**src/rtl/cache_pkg.sv**
```systemverilog
// cache_pkg: shared geometry, FSM state type and address-field helpers for the data cache
package cache_pkg;
  localparam int DATA_W  = 32;
  localparam int ADDR_W  = 10;
  localparam int INDEX_W = 5;
  localparam int OFF_W   = 2;
  localparam int CNT_W   = 32;
  localparam int TAG_W   = ADDR_W - INDEX_W - OFF_W;
  localparam int BLOCK_W = DATA_W * (2 ** OFF_W);
  typedef enum logic [1:0] {IDLE, RD_MISS, FILL, WR_THRU} cache_state_e;
  function automatic logic [TAG_W-1:0] addr_tag(input logic [ADDR_W-1:0] a);
    return a[ADDR_W-1 -: TAG_W];
  endfunction
  function automatic logic [INDEX_W-1:0] addr_index(input logic [ADDR_W-1:0] a);
    return a[OFF_W +: INDEX_W];
  endfunction
  function automatic logic [OFF_W-1:0] addr_off(input logic [ADDR_W-1:0] a);
    return a[OFF_W-1:0];
  endfunction
endpackage

```
**src/rtl/cache_tag_store.sv**
```systemverilog
// cache_tag_store: per-line valid bits and tags with one write port and a combinational hit
module cache_tag_store
  import cache_pkg::*;
(
  input  logic               clk,
  input  logic               rst,
  input  logic               i_we,
  input  logic [INDEX_W-1:0] i_idx,
  input  logic [TAG_W-1:0]   i_tag,
  output logic               o_hit
);
  logic [2**INDEX_W-1:0] r_valid;
  logic [TAG_W-1:0]      r_tag [2**INDEX_W];
  always_ff @(posedge clk or posedge rst)
    if (rst) r_valid <= '0;
    else if (i_we) r_valid[i_idx] <= 1'b1;
  // tags need no reset: a line is only trusted once its valid bit is set
  always_ff @(posedge clk)
    if (i_we) r_tag[i_idx] <= i_tag;
  assign o_hit = r_valid[i_idx] && (r_tag[i_idx] == i_tag);
endmodule

```
**src/rtl/dcache_controller.sv**
```systemverilog
// dcache_controller: write-through, no-write-allocate, direct-mapped cache sequencer
// with pipeline stall, block fill from memory and hit/miss counters
module dcache_controller
  import cache_pkg::*;
(
  input  logic               clk,
  input  logic               RST,
  input  logic               MemRead,
  input  logic               MemWrite,
  input  logic [ADDR_W-1:0]  addr,
  input  logic [DATA_W-1:0]  WriteData,
  output logic               Stall,
  output logic [DATA_W-1:0]  ReadData_m,
  output logic [INDEX_W-1:0] da_index,
  output logic [OFF_W-1:0]   da_offset,
  output logic               da_word_we,
  output logic [DATA_W-1:0]  da_wdata,
  output logic               da_fill_we,
  output logic [BLOCK_W-1:0] da_fill_data,
  input  logic [DATA_W-1:0]  da_rdata,
  output logic               mem_req,
  output logic               mem_we,
  output logic [ADDR_W-1:0]  mem_addr,
  output logic [DATA_W-1:0]  mem_wdata,
  input  logic               mem_ready,
  input  logic [BLOCK_W-1:0] mem_rdata,
  output logic [CNT_W-1:0]   hit_cnt,
  output logic [CNT_W-1:0]   miss_cnt
);
  cache_state_e       r_state, w_next;
  logic [ADDR_W-1:0]  r_addr;
  logic [DATA_W-1:0]  r_wdata;
  logic [BLOCK_W-1:0] r_line;
  logic               r_filled;
  logic [CNT_W-1:0]   r_hit_cnt, r_miss_cnt;
  logic               w_idle, w_hit, w_req, w_count;
  logic [ADDR_W-1:0]  w_addr;
  assign w_idle = r_state == IDLE;
  assign w_addr = w_idle ? addr : r_addr;
  assign w_req  = MemRead || MemWrite;
  // the hit seen right after a fill is the same access re-evaluating, so it is not counted again
  assign w_count = w_idle && w_req && !(r_filled && MemRead && !MemWrite && w_hit);
  assign hit_cnt  = r_hit_cnt;
  assign miss_cnt = r_miss_cnt;
  cache_tag_store u_tags (
    .clk  (clk),
    .rst  (RST),
    .i_we (r_state == FILL),
    .i_idx(addr_index(w_addr)),
    .i_tag(addr_tag(w_addr)),
    .o_hit(w_hit)
  );
  always_ff @(posedge clk or posedge RST)
    if (RST) begin
      r_state    <= IDLE;
      r_addr     <= '0;
      r_wdata    <= '0;
      r_line     <= '0;
      r_filled   <= 1'b0;
      r_hit_cnt  <= '0;
      r_miss_cnt <= '0;
    end else begin
      r_state  <= w_next;
      r_filled <= r_state == FILL;
      if (w_idle && w_req) begin
        r_addr  <= addr;
        r_wdata <= WriteData;
      end
      if (r_state == RD_MISS && mem_ready) r_line <= mem_rdata;
      if (w_count && w_hit) r_hit_cnt <= r_hit_cnt + 1'b1;
      if (w_count && !w_hit) r_miss_cnt <= r_miss_cnt + 1'b1;
    end
  // outputs are decoded from state and forced low while reset is held
  always_comb begin
    w_next       = r_state;
    Stall        = 1'b0;
    ReadData_m   = '0;
    da_index     = '0;
    da_offset    = '0;
    da_word_we   = 1'b0;
    da_wdata     = '0;
    da_fill_we   = 1'b0;
    da_fill_data = '0;
    mem_req      = 1'b0;
    mem_we       = 1'b0;
    mem_addr     = '0;
    mem_wdata    = '0;
    if (!RST) begin
      ReadData_m   = da_rdata;
      da_index     = addr_index(w_addr);
      da_offset    = addr_off(w_addr);
      da_wdata     = r_wdata;
      da_fill_data = r_line;
      case (r_state)
        IDLE: begin
          Stall  = MemWrite || (MemRead && !w_hit);
          w_next = MemWrite ? WR_THRU : (MemRead && !w_hit) ? RD_MISS : IDLE;
        end
        RD_MISS: begin
          Stall    = 1'b1;
          mem_req  = 1'b1;
          mem_addr = {r_addr[ADDR_W-1:OFF_W], {OFF_W{1'b0}}};
          w_next   = mem_ready ? FILL : RD_MISS;
        end
        FILL: begin
          Stall      = 1'b1;
          da_fill_we = 1'b1;
          w_next     = IDLE;
        end
        WR_THRU: begin
          Stall      = !mem_ready;
          mem_req    = 1'b1;
          mem_we     = 1'b1;
          mem_addr   = r_addr;
          mem_wdata  = r_wdata;
          da_word_we = mem_ready && w_hit;
          w_next     = mem_ready ? IDLE : WR_THRU;
        end
        default: w_next = IDLE;
      endcase
    end
  end
endmodule
```
**config.mk**
```make
export PLATFORM = sky130hd
export DESIGN_NAME = dcache_controller
export DESIGN_NICKNAME = d
export VERILOG_FILES = /design/src/rtl/cache_pkg.sv /design/src/rtl/cache_tag_store.sv /design/src/rtl/dcache_controller.sv
export SDC_FILE = /design/constraint.sdc
export NUM_CORES = 1
export LEC_CHECK = 0
export ABC_AREA = 0
export BUFFER_PORTS_ARGS = -buffer_cell sky130_fd_sc_hd__buf_2
export CAP_MARGIN = 20
export CORE_MARGIN = 3
export CORE_UTILIZATION = 25
export CTS_CLUSTER_DIAMETER = 150
export DETAILED_ROUTE_END_ITERATION = 8
export MAX_ROUTING_LAYER = met4
export PLACE_DENSITY = 0.55
export SLEW_MARGIN = 20
export SYNTH_ARGS = -nofsm -noshare
export SYNTH_HDL_FRONTEND = slang
export SYNTH_SLANG_ARGS = --single-unit
```
**constraint.sdc**
```tcl
create_clock -name clk -period 11.6 [get_ports clk]
set_input_delay 1.74 -clock clk [delete_from_list [all_inputs] [get_ports clk]]
set_output_delay 1.74 -clock clk [all_outputs]
set_load 0.02 [all_outputs]
```
==> results of run 1 <==
-- kinds of logic (layout without fill, tap and decap cells) --
logic type | Yosys count | in the layout | share of synthesized area, %
muxes | 157 | 157 | 11.0
and+or+nand+nor | 628 | 628 | 20.8
AOI/OAI and AO/OA | 94 | 94 | 4.18
xor gates and xnor gates | 65 | 65 | 3.42
adders and majority gates | 7 | 7 | 0.526
DFF | 365 | 365 | 57.7
buffers and inverters | 98 | 613 | 2.37
-- worst min-delay path by stage --
stage                                         from                        endpoint  slack [ns]  cells after the start
detailed placement  u_tags.r_valid[30]$_DFFE_PP0P_  u_tags.r_valid[30]$_DFFE_PP0P_        0.45                      1
global placement    u_tags.r_valid[10]$_DFFE_PP0P_  u_tags.r_valid[10]$_DFFE_PP0P_        0.46                      1
CTS                       miss_cnt[31]$_DFFE_PP0P_        miss_cnt[31]$_DFFE_PP0P_        0.47                      1
global route              miss_cnt[31]$_DFFE_PP0P_        miss_cnt[31]$_DFFE_PP0P_        0.48                      1
finish                    miss_cnt[31]$_DFFE_PP0P_        miss_cnt[31]$_DFFE_PP0P_        0.46                      1
floorplan           u_tags.r_valid[10]$_DFFE_PP0P_  u_tags.r_valid[10]$_DFFE_PP0P_        0.43                      1
-- per-layer routing --
layer	share of wire, %	up-vias	global-route usage (%)	wire length (um)
met5	0	-	-	0
met4	2.7	0	4.24	1360
met3	6.7	85	2.68	3340
met2	50	467	23.9	25100
met1	40	6170	16.8	20200
li1	-	5836	-	-
-- flip-flops by register name (all words and copies together) (netlist names) --
name	flops
hit_cnt	32
miss_cnt	32
r_addr	10
r_filled	1
r_line	128
r_state	2
r_wdata	32
u_tags.r_tag	96
u_tags.r_valid	32
-- placed cells by master (no fill, tap or decap), drive strengths merged, types with 21 or more instances in the layout --
cell,n
nand2,158
edfxtp,96
nand3,21
dfrtp,269
buf,527
or2,35
nor2,53
nor2b,202
and3,23
and2,50
xor2,30
clkbuf,63
mux2,137
xnor2,35
nand4,29
-- power by group through the flow --
stage / combinational [uW] / sequential, uW / clock (uW)
4_1_cts: 1900 / 1990 / 1320
6_report: 1880 / 1990 / 1260
3_3_place_gp: 1860 / 2000 / 0
2_1_floorplan: 1390 / 1920 / 0
3_5_place_dp: 1900 / 2010 / 0
5_1_grt: 2040 / 2040 / 1370
-- metrics by stage --
step,setup slack [ns],instance area (sq um),instances
6_report,4.27,21400,2784
5_1_grt,3.78,21400,2784
4_1_cts,4.09,21400,2784
3_5_place_dp,4.51,20100,2709
3_3_place_gp,4.62,20100,2709
2_1_floorplan,1.34,16600,1414
-- area by class of cell --
cell class	instances	area, sq um
clock buffer	63	1200
clock inverter	12	110
fill	6620	43800
inverter	11	48.8
multi-input combinational	951	6660
sequential	365	9610
tap	855	1070
timing repair buffer	527	2680
==> flow_summary_export.csv, run 1 <==
group,metric,value,unit
outcome,status,"finished, final reports clean",
yosys,yosysTopAreaCellShare,40.4,%
routing,first_iter_violations,900,
routing,wl_per_cell,18.0,um
worst_setup_path,crit_chain,"inv_1, ha_1, buf_4, mux2_2, mux4_2, nor2_1, a2111oi_0, nand4_1, xnor2_1, nor4_4, buf_4, o21a_1, nor3_1, buf_2",
power,p_per_area,240,mW/mm^2
worst_setup_path,worstRegToRegCells,13,
power,p_int,3280,uW
worst_setup_path,crit_family,"buffers and inverters",
clocking,hold_buffers,0,
worst_setup_path,worst_ep_arrival_time,5.59,ns
routing,wirelength,50.0,mm
floorplanning,chipWidth,264,um
yosys,synth_area_leaders,"dfrtp_1 (40%), edfxtp_1 (17%), mux2_2 (9.3%), nor2b_1 (7.6%), nand2_1 (3.6%)",
global_route,antenna_found_initial,0,
worst_setup_path,start_kind,"flip-flop",
timing,holdWs,0.460,ns
worst_setup_path,crit_cells,14,
power,power.leakage,0.0101,uW
yosys,syn_inst,1414,
global_route,grt_pass1_vias,12600,
routing,vias,12600,
timing,maxSlewViolCount,0,
yosys,synth_most_common_cell,"dfrtp_1",
yosys,synth-seq-cells,365,
timing,setup_viol,0,
worst_setup_path,crit_path_top_delay_cell,"mux2_2",
routing,ant_nets,0,
yosys,synth.avg_cell_area,11.8,sq um
placed_design,numPortBuffers,516,
placed_design,gp_congestion,0.893,
yosys,synth_ff_type,"dfrtp_1",
yosys,yosysWarnings,0,
floorplanning,core,0.0652,sq mm
worst_setup_path,path_common_cell,"buf_4",
finish,drive_gt1_share,40.3,%
clocking,numCtsBuffers,43,
finish,area_growth,28.5,%
yosys,synthTopCellsByCount,"dfrtp_1 (269), nor2b_1 (202), nand2_1 (158), mux2_2 (137), edfxtp_1 (96)",
power,comb_power_share,36.6,%
power,vdd_drop_max,0.000115,V
yosys,synth_edf_count,96,
power,p_sw,1850,uW
hold_path,hold_path.class,"reg -> reg",
clocking,path_clk_slew,0.06,ns
yosys,syn_nets,1628,
floorplanning,ios,517,
timing,timing.final.crit_share,63.2,%
timing,worst_pin_slew,1.03,ns
clocking,cts_max_path_buffers,3,
routing,via_per_inst,4.51,
floorplanning,rows,93,
worst_setup_path,rr_startpoint,"r_state[0]$_DFFE_PP0N_",
clocking,clockRootBuffer,"clkbuf_16",
worst_setup_path,r2r_end,"hit_cnt[1]$_DFFE_PP0P_",
clocking,numClockSinks,365,
power,clockPowerShare,24.6,%
worst_setup_path,path_class,"reg -> out",
worst_setup_path,worstSetupEndpoint,"Stall",
timing,finalCriticalPeriod,7.33,ns
yosys,yosysTopAreaCell,"dfrtp_1",
timing,rsz0062_at_grt,"false",
timing,hold_viol_final,0,
power,seqPwrFrac,38.8,%
global_route,grt_overflow,0,
power,p_sw_share,36.1,%
timing,setup_tns,0,ns
worst_setup_path,startpoint,"r_state[0]$_DFFE_PP0N_",
routing,drc,0,
clocking,htreeDepth,2,
yosys,ys_seq_area_share,57.7,%
clocking,post-cts-setup-buffers,0,
power,power,5140,uW
global_route,grt_use_total,14.0,%
finish,diodes,0,
clocking,clk_latency,0.56,ns
clocking,cts_resized,0,
timing,fmaxAchievable,136,MHz
finish,nNetsFinal,2113,
yosys,synth.distinct_cells,58,
floorplanning,dieHeight,264,um
worst_setup_path,crit_required,9.86,ns
timing,relSlewSlack,31.2,%
flow_run,cap_violations,0,
clocking,cts_tree,"yes",
worst_setup_path,crit_buf_inv,4,
yosys,synth_area,0.0166,sq mm
global_route,grt_max_degree,158,
floorplanning,die-area,0.0697,sq mm
global_route,grt_pass1_wl,75.4,mm
placed_design,dp_hpwl,36.1,mm
routing,first_pass_iters,5,
yosys,synthArstFlopShare,73.7,%
floorplanning,start_util,25.6,%
worst_setup_path,end_kind,"output port",
finish,finish.utilization,32.8,%
worst_setup_path,path_max_fanout,64,
timing,fin_skew,0.0267,ns
worst_setup_path,slowest_delay,0.66,ns
worst_setup_path,ff2ff_setup_slack,6.37,ns
Note: power is estimated with default switching activity, not from simulation.
==> run 2, diff against run 1 <==
ABC_AREA = 1   (was 0)
PLACE_DENSITY = 0.54   (was 0.55)
clock period = 6.9 ns   (was 11.6 ns; I/O delays follow)
==> run 2 against run 1 <==
  * Clock skew fell by 0.0022 ns
  * Sequential cell count did not move
  * Setup slack got worse by 3.4 ns
==> flow_summary_export.csv, run 2 <==
group,metric,value,unit
outcome,status,"finished, final reports clean",
yosys,syn_inst,2317,
yosys,ys_seq_area_share,53.5,%
timing,relSlewSlack,33.8,%
yosys,synth_area_leaders,"dfrtp_1 (37%), edfxtp_1 (16%), nand2_1 (14%), nor2_1 (7.3%), inv_1 (7.3%)",
power,p_sw_share,42.7,%
routing,wirelength,65.2,mm
clocking,numClockSinks,365,
routing,vias,16300,
power,vdd_drop_max,0.000230,V
flow_run,cap_violations,0,
yosys,synth-seq-cells,365,
power,clockPowerShare,25.7,%
finish,layout_common_cells,"nand2_1 (689), buf_2 (515), nor2_1 (350), inv_1 (343), dfrtp_1 (269)",
worst_setup_path,crit_buf_inv,5,
worst_setup_path,crit_path_top_delay_cell,"nand2_2",
hold_path,hold_path.class,"reg -> reg",
worst_setup_path,r2r_end,"hit_cnt[17]$_DFFE_PP0P_",
placed_design,dp.cells,3681,
yosys,synth_most_common_cell,"nand2_1",
yosys,synthTopCellsByCount,"nand2_1 (690), nor2_1 (350), inv_1 (347), dfrtp_1 (269), o21ai_0 (211)",
timing,finalCriticalPeriod,6.06,ns
global_route,antenna_found_initial,2,
finish,nNetsFinal,3003,
floorplanning,rows,97,
routing,first_iter_violations,1202,
clocking,cts_max_path_buffers,3,
power,comb_power_share,40.8,%
floorplanning,core,0.0706,sq mm
yosys,synthXorXnorAreaFrac,2.93,%
yosys,synthArstFlopShare,73.7,%
floorplanning,ios,517,
timing,rsz0062_at_grt,"false",
finish,largest-register,"r_line",
yosys,yosysTopAreaCellShare,37.5,%
finish,area_growth,27.8,%
finish,final_cells,3768,
clocking,htreeDepth,2,
clocking,path_clk_slew,0.06,ns
routing,ant_nets,0,
yosys,synth.area.mux_share,0,%
yosys,synth_edf_count,96,
placed_design,gp_congestion,0.863,
worst_setup_path,start_kind,"flip-flop",
worst_setup_path,worstRegToRegCells,22,
hold_path,min_to,"u_tags.r_valid[6]$_DFFE_PP0P_",
power,power.leakage,0.0121,uW
timing,hold_viol_final,0,
worst_setup_path,crit_family,"simple AND/OR/NAND/NOR gates",
yosys,synth_top_family_by_area,"simple AND/OR/NAND/NOR gates",
global_route,grt_use_total,17.3,%
placed_design,numPortBuffers,516,
timing,timing.final.crit_share,87.8,%
floorplanning,start_util,25.4,%
global_route,grt_pass1_wl,98.1,mm
yosys,yosysTopAreaCell,"dfrtp_1",
routing,wl_per_cell,17.3,um
routing,first_pass_iters,5,
routing,via_per_inst,4.33,
finish,largest_reg_flops,128,
worst_setup_path,path_class,"reg -> out",
finish,layout_commonest_cell,"nand2_1",
clocking,cts_resized,0,
power,power,9370,uW
global_route,grt_pass1_vias,16200,
power,seqPwrFrac,33.5,%
hold_path,min_delay_path_depth,2,
routing,drc,0,
worst_setup_path,rr_startpoint,"r_state[0]$_DFFE_PP0N_",
clocking,numCtsBuffers,45,
floorplanning,dieHeight,274,um
timing,maxSlewViolCount,0,
global_route,grt_overflow,0,
clocking,clk_latency,0.57,ns
timing,fin_skew,0.0245,ns
worst_setup_path,worst_ep_arrival_time,5.03,ns
floorplanning,die-area,0.0751,sq mm
hold_path,hold_start,"u_tags.r_valid[6]$_DFFE_PP0P_",
global_route,grt_max_degree,220,
worst_setup_path,ff2ff_setup_slack,1.46,ns
finish,top_regs,"r_line: 128 flops, u_tags.r_tag: 96 flops",
yosys,synth.distinct_cells,31,
timing,setup_viol,0,
timing,worst_pin_slew,0.993,ns
finish,finish.utilization,32.5,%
power,p_int,5370,uW
placed_design,dp_hpwl,48.0,mm
worst_setup_path,slowest_delay,0.75,ns
finish,drive_gt1_share,22.3,%
worst_setup_path,path_max_fanout,55,
timing,fmaxAchievable,165,MHz
clocking,cts_tree,"yes",
worst_setup_path,crit_required,5.86,ns
yosys,yosysWarnings,0,
clocking,clockRootBuffer,"clkbuf_16",
power,p_per_area,408,mW/mm^2
worst_setup_path,end_kind,"output port",
power,p_sw,4000,uW
yosys,synthAdderAreaFrac,0.488,%
yosys,synth_area,0.0180,sq mm
yosys,synth_ff_type,"dfrtp_1",
floorplanning,chipWidth,274,um
worst_setup_path,path_common_cell,"nand2_1",
yosys,synth_compound_area_share,6.38,%
clocking,hold_buffers,0,
yosys,synth_simple_gate_area_share,26.9,%
yosys,syn_nets,2531,
yosys,synth.avg_cell_area,7.75,sq um
clocking,post-cts-setup-buffers,0,
worst_setup_path,crit_chain,"inv_1, ha_1, buf_4, inv_1, nand2_2, nand2_2, buf_4, nand2_1, nand2_1, nand2_1, nand2_1, nand2_1, nand2_1, nor2_1, nand2_1, nand2_1, nand2_1, nor2_1, nand2_2, nand2_1, a21oi_2, buf_2",
-- run 2: cell types whose count changed after synthesis, sizes merged, moves of 13 or more --
cell	before	now
nor2	53	350
inv	11	350
and2	50	0
o21ai	5	218
nand4	29	12
mux2	137	0
mux2i	13	0
and3	23	1
nand3	21	88
nor2b	202	0
or2	35	17
a21o	17	0
buf	18	33
nand2	158	696
-- run 2: routing by layer --
metal	share of wire (%)	track usage [%]
met5	0	-
met1	43	22.0
met2	47	27.9
met3	6.9	3.89
met4	2.6	4.93
-- run 2: power by group through the flow --
stage | Combinational, uW | Clock, uW | Sequential, uW
2_1_floorplan | 2590 | 0 | 3130
3_3_place_gp | 3860 | 0 | 3150
3_5_place_dp | 3870 | 0 | 3160
4_1_cts | 3880 | 2480 | 3140
5_1_grt | 4310 | 2560 | 3200
6_report | 3820 | 2400 | 3140
-- run 2: worst min-delay path, delay by kind of cell (launching register included) --
family	cells	cell delay, ns
compound gates	1	0.06
buf+inv	1	0.05
flops	1	0.32
-- run 2: how the worst max path moves through the flow --
| stage | startpoint | slack, ns | endpoint | cells after the start |
|---|---|---|---|---|
| 2_1_floorplan | RST | -0.21 | Stall | 4 |
| 3_3_place_gp | r_state[0]$_DFFE_PP0N_ | 1.56 | Stall | 22 |
| 3_5_place_dp | r_state[0]$_DFFE_PP0N_ | 1.36 | Stall | 22 |
| 4_1_cts | r_state[0]$_DFFE_PP0N_ | 0.73 | Stall | 22 |
| 5_1_grt | r_state[0]$_DFFE_PP0N_ | 0.31 | Stall | 22 |
| 6_report | r_state[0]$_DFFE_PP0N_ | 0.84 | Stall | 22 |
-- run 2: final cells by class --
| cell class | instances | area, sq um |
|---|---|---|
| antenna | 3 | 7.51 |
| clock buffer | 63 | 1250 |
| clock inverter | 20 | 235 |
| fill | 7701 | 47700 |
| inverter | 350 | 1320 |
| multi-input combinational | 1497 | 6600 |
| sequential | 365 | 9610 |
| tap | 940 | 1180 |
| timing repair buffer | 530 | 2740 |
-- run 2: kinds of logic (layout without fill, tap and decap cells) --
logic type,after synthesis,count (layout)
buffers and inverters,455,963
AOI/OAI and AO/OA,225,225
xor gates and xnor gates,60,60
other,0,3
and+or+nand+nor,1205,1205
DFF,365,365
adders and majority gates,7,7
-- run 2: stage by stage --
step | setup TNS (ns) | setup WS (ns) | area, sq um | hold slack [ns]
floorplan | -0.206 | -0.206 | 18000 | 0.424
global placement | 0 | 1.56 | 21400 | 0.436
detailed placement | 0 | 1.36 | 21400 | 0.444
CTS | 0 | 0.727 | 22900 | 0.457
global route | 0 | 0.309 | 22900 | 0.482
finish | 0 | 0.840 | 22900 | 0.457
==> run 3, diff against run 2 <==
CORE_UTILIZATION = 45   (was 25)
PLACE_DENSITY = 0.81   (was 0.54)
==> run 3 against run 2 <==
  * Final cell count shrank 11%
  * Sequential cell count is the same
  * Maximum frequency grew 7.8%
  * Global-route usage grew 9.5 points
  * Critical path type unchanged
  * Wire length shrank 12%
  * Register-to-register slack gained 0.99 ns
  * Critical endpoint unchanged
  * Combinational power shrank 2%
  * First-iteration DRC count grew 38%
  * Sequential power is essentially flat
==> flow_summary_export.csv, run 3 (synthesis results as in run 2) <==
group,metric,value,unit
floorplanning,core,0.0390,sq mm
finish,area_growth,24.4,%
finish,layout_commonest_cell,"nand2_1",
worst_setup_path,worstRegToRegCells,18,
worst_setup_path,ff2ff_setup_slack,2.45,ns
routing,ant_nets,0,
power,p_per_area,408,mW/mm^2
worst_setup_path,worst_ep_arrival_time,4.59,ns
power,vdd_drop_max,0.000265,V
clocking,path_clk_slew,0.06,ns
worst_setup_path,path_max_fanout,37,
clocking,cts_resized,0,
timing,fin_skew,0.0200,ns
hold_path,hold_path.class,"reg -> reg",
global_route,grt_overflow,0,
hold_path,min_delay_path_depth,2,
timing,maxSlewViolCount,0,
clocking,numCtsBuffers,41,
hold_path,hold_start,"u_tags.r_valid[10]$_DFFE_PP0P_",
timing,finalCriticalPeriod,5.62,ns
finish,largest_reg_flops,128,
worst_setup_path,crit_required,5.86,ns
clocking,post-cts-setup-buffers,0,
timing,rsz0062_at_grt,"false",
placed_design,numPortBuffers,516,
timing,worst_pin_slew,1.01,ns
flow_run,cap_violations,0,
power,power,9120,uW
floorplanning,rows,72,
placed_design,dpl_cell_area,0.0209,sq mm
global_route,grt_pass1_vias,16100,
floorplanning,chipWidth,206,um
finish,top_regs,"r_line: 128 flops, u_tags.r_tag: 96 flops",
worst_setup_path,end_kind,"output port",
routing,via_per_inst,5.05,
finish,layout_common_cells,"nand2_1 (690), buf_2 (515), nor2_1 (350), inv_1 (341), dfrtp_1 (269)",
timing,relSlewSlack,32.6,%
floorplanning,ios,517,
clocking,cts_max_path_buffers,3,
hold_path,min_to,"u_tags.r_valid[10]$_DFFE_PP0P_",
global_route,antenna_found_initial,17,
floorplanning,start_util,46.0,%
finish,drive_gt1_share,22.2,%
worst_setup_path,path_class,"reg -> out",
routing,wirelength,57.5,mm
outcome,status,"finished, final reports clean",
routing,first_iter_violations,1658,
timing,timing.final.crit_share,81.5,%
worst_setup_path,rr_startpoint,"r_state[0]$_DFFE_PP0N_",
finish,fillers,3501,
finish,finish.utilization,57.3,%
clocking,hold_buffers,0,
floorplanning,dieHeight,206,um
timing,fmaxAchievable,178,MHz
placed_design,gp_congestion,0.984,
clocking,numClockSinks,365,
clocking,cts_tree,"yes",
worst_setup_path,start_kind,"flip-flop",
power,power.leakage,0.0121,uW
finish,nNetsFinal,3000,
floorplanning,die-area,0.0423,sq mm
timing,setup_tns,0,ns
timing,hold_viol_final,0,
routing,drc,0,
clocking,clk_latency,0.57,ns
placed_design,dp_hpwl,41.5,mm
routing,vias,16900,
timing,holdWs,0.459,ns
clocking,clockRootBuffer,"clkbuf_16",
finish,fin_area,0.0223,sq mm
routing,wl_per_cell,17.1,um
routing,first_pass_iters,6,
global_route,grt_max_degree,144,
global_route,grt_use_total,26.8,%
worst_setup_path,r2r_end,"miss_cnt[2]$_DFFE_PP0P_",
global_route,grt_pass1_wl,86.7,mm
clocking,htreeDepth,2,
timing,setup_viol,0,
finish,largest-register,"r_line",
[run 3: cell types whose count changed in the layout (fill, tap and decap cells not counted), sizes merged]
cell,before,now
buf,530,531
bufinv,5,4
clkbuf,63,58
diode,3,19
inv,350,347
[run 3: how the worst max path moves through the flow]
stage	start	endpoint	slack, ns	cells past startpoint
final	r_state[0]$_DFFE_PP0N_	Stall	1.28	17
after global placement	addr[2]	Stall	1.81	18
after global routing	r_state[0]$_DFFE_PP0N_	Stall	1.0	17
after CTS	r_state[0]$_DFFE_PP0N_	Stall	1.05	22
after detailed placement	r_state[0]$_DFFE_PP0N_	Stall	1.65	22
after floorplan	RST	Stall	-0.21	4
[run 3: cell type report]
| cell class | count | area (sq um) | share of cell area (%) |
|---|---|---|---|
| Sequential cell | 365 | 9610 | 43.0 |
| Antenna cell | 19 | 47.5 | 0.213 |
| Timing Repair Buffer | 531 | 2750 | 12.3 |
| Inverter | 350 | 1320 | 5.92 |
| Tap cell | 518 | 648 | 2.90 |
| Clock inverter | 16 | 213 | 0.952 |
| Multi-Input combinational cell | 1497 | 6600 | 29.5 |
| Clock buffer | 58 | 1150 | 5.15 |
[run 3: critical path, cell delays in order (launching register included)]
cell     delay (ns)
dfrtp_1        0.44
inv_1          0.14
ha_1           0.23
buf_4          0.21
o21ai_4        0.81
inv_2          0.51
nand2_1        0.17
nand2_1        0.06
nand2_1        0.05
nand2_1        0.09
nor2_1         0.16
nand3_1        0.09
nand2_1        0.09
nor2_1         0.05
nand2_2        0.32
nand2_1        0.15
a21oi_2        0.21
buf_2          0.20
[run 3: report_power, final]
part           switching, uW  total (uW)  internal [uW]
clock network            889        2210           1320
registers                210        3150           2940
logic                   2740        3760           1020
[run 3: per-layer routing]
metal,vias up,global-route usage (%),part of all wire [%]
met4,0,10.3,3.0
met2,799,40.7,47
met5,-,-,0
li1,8034,-,-
met3,130,7.91,10
met1,7979,34.1,40
[run 3: stage by stage]
stage / instances / setup slack, ns
after floorplan: 2317 / -0.206
after global placement: 3259 / 1.81
after detailed placement: 3259 / 1.65
after CTS: 3333 / 1.05
after global routing: 3349 / 0.998
final: 3354 / 1.28
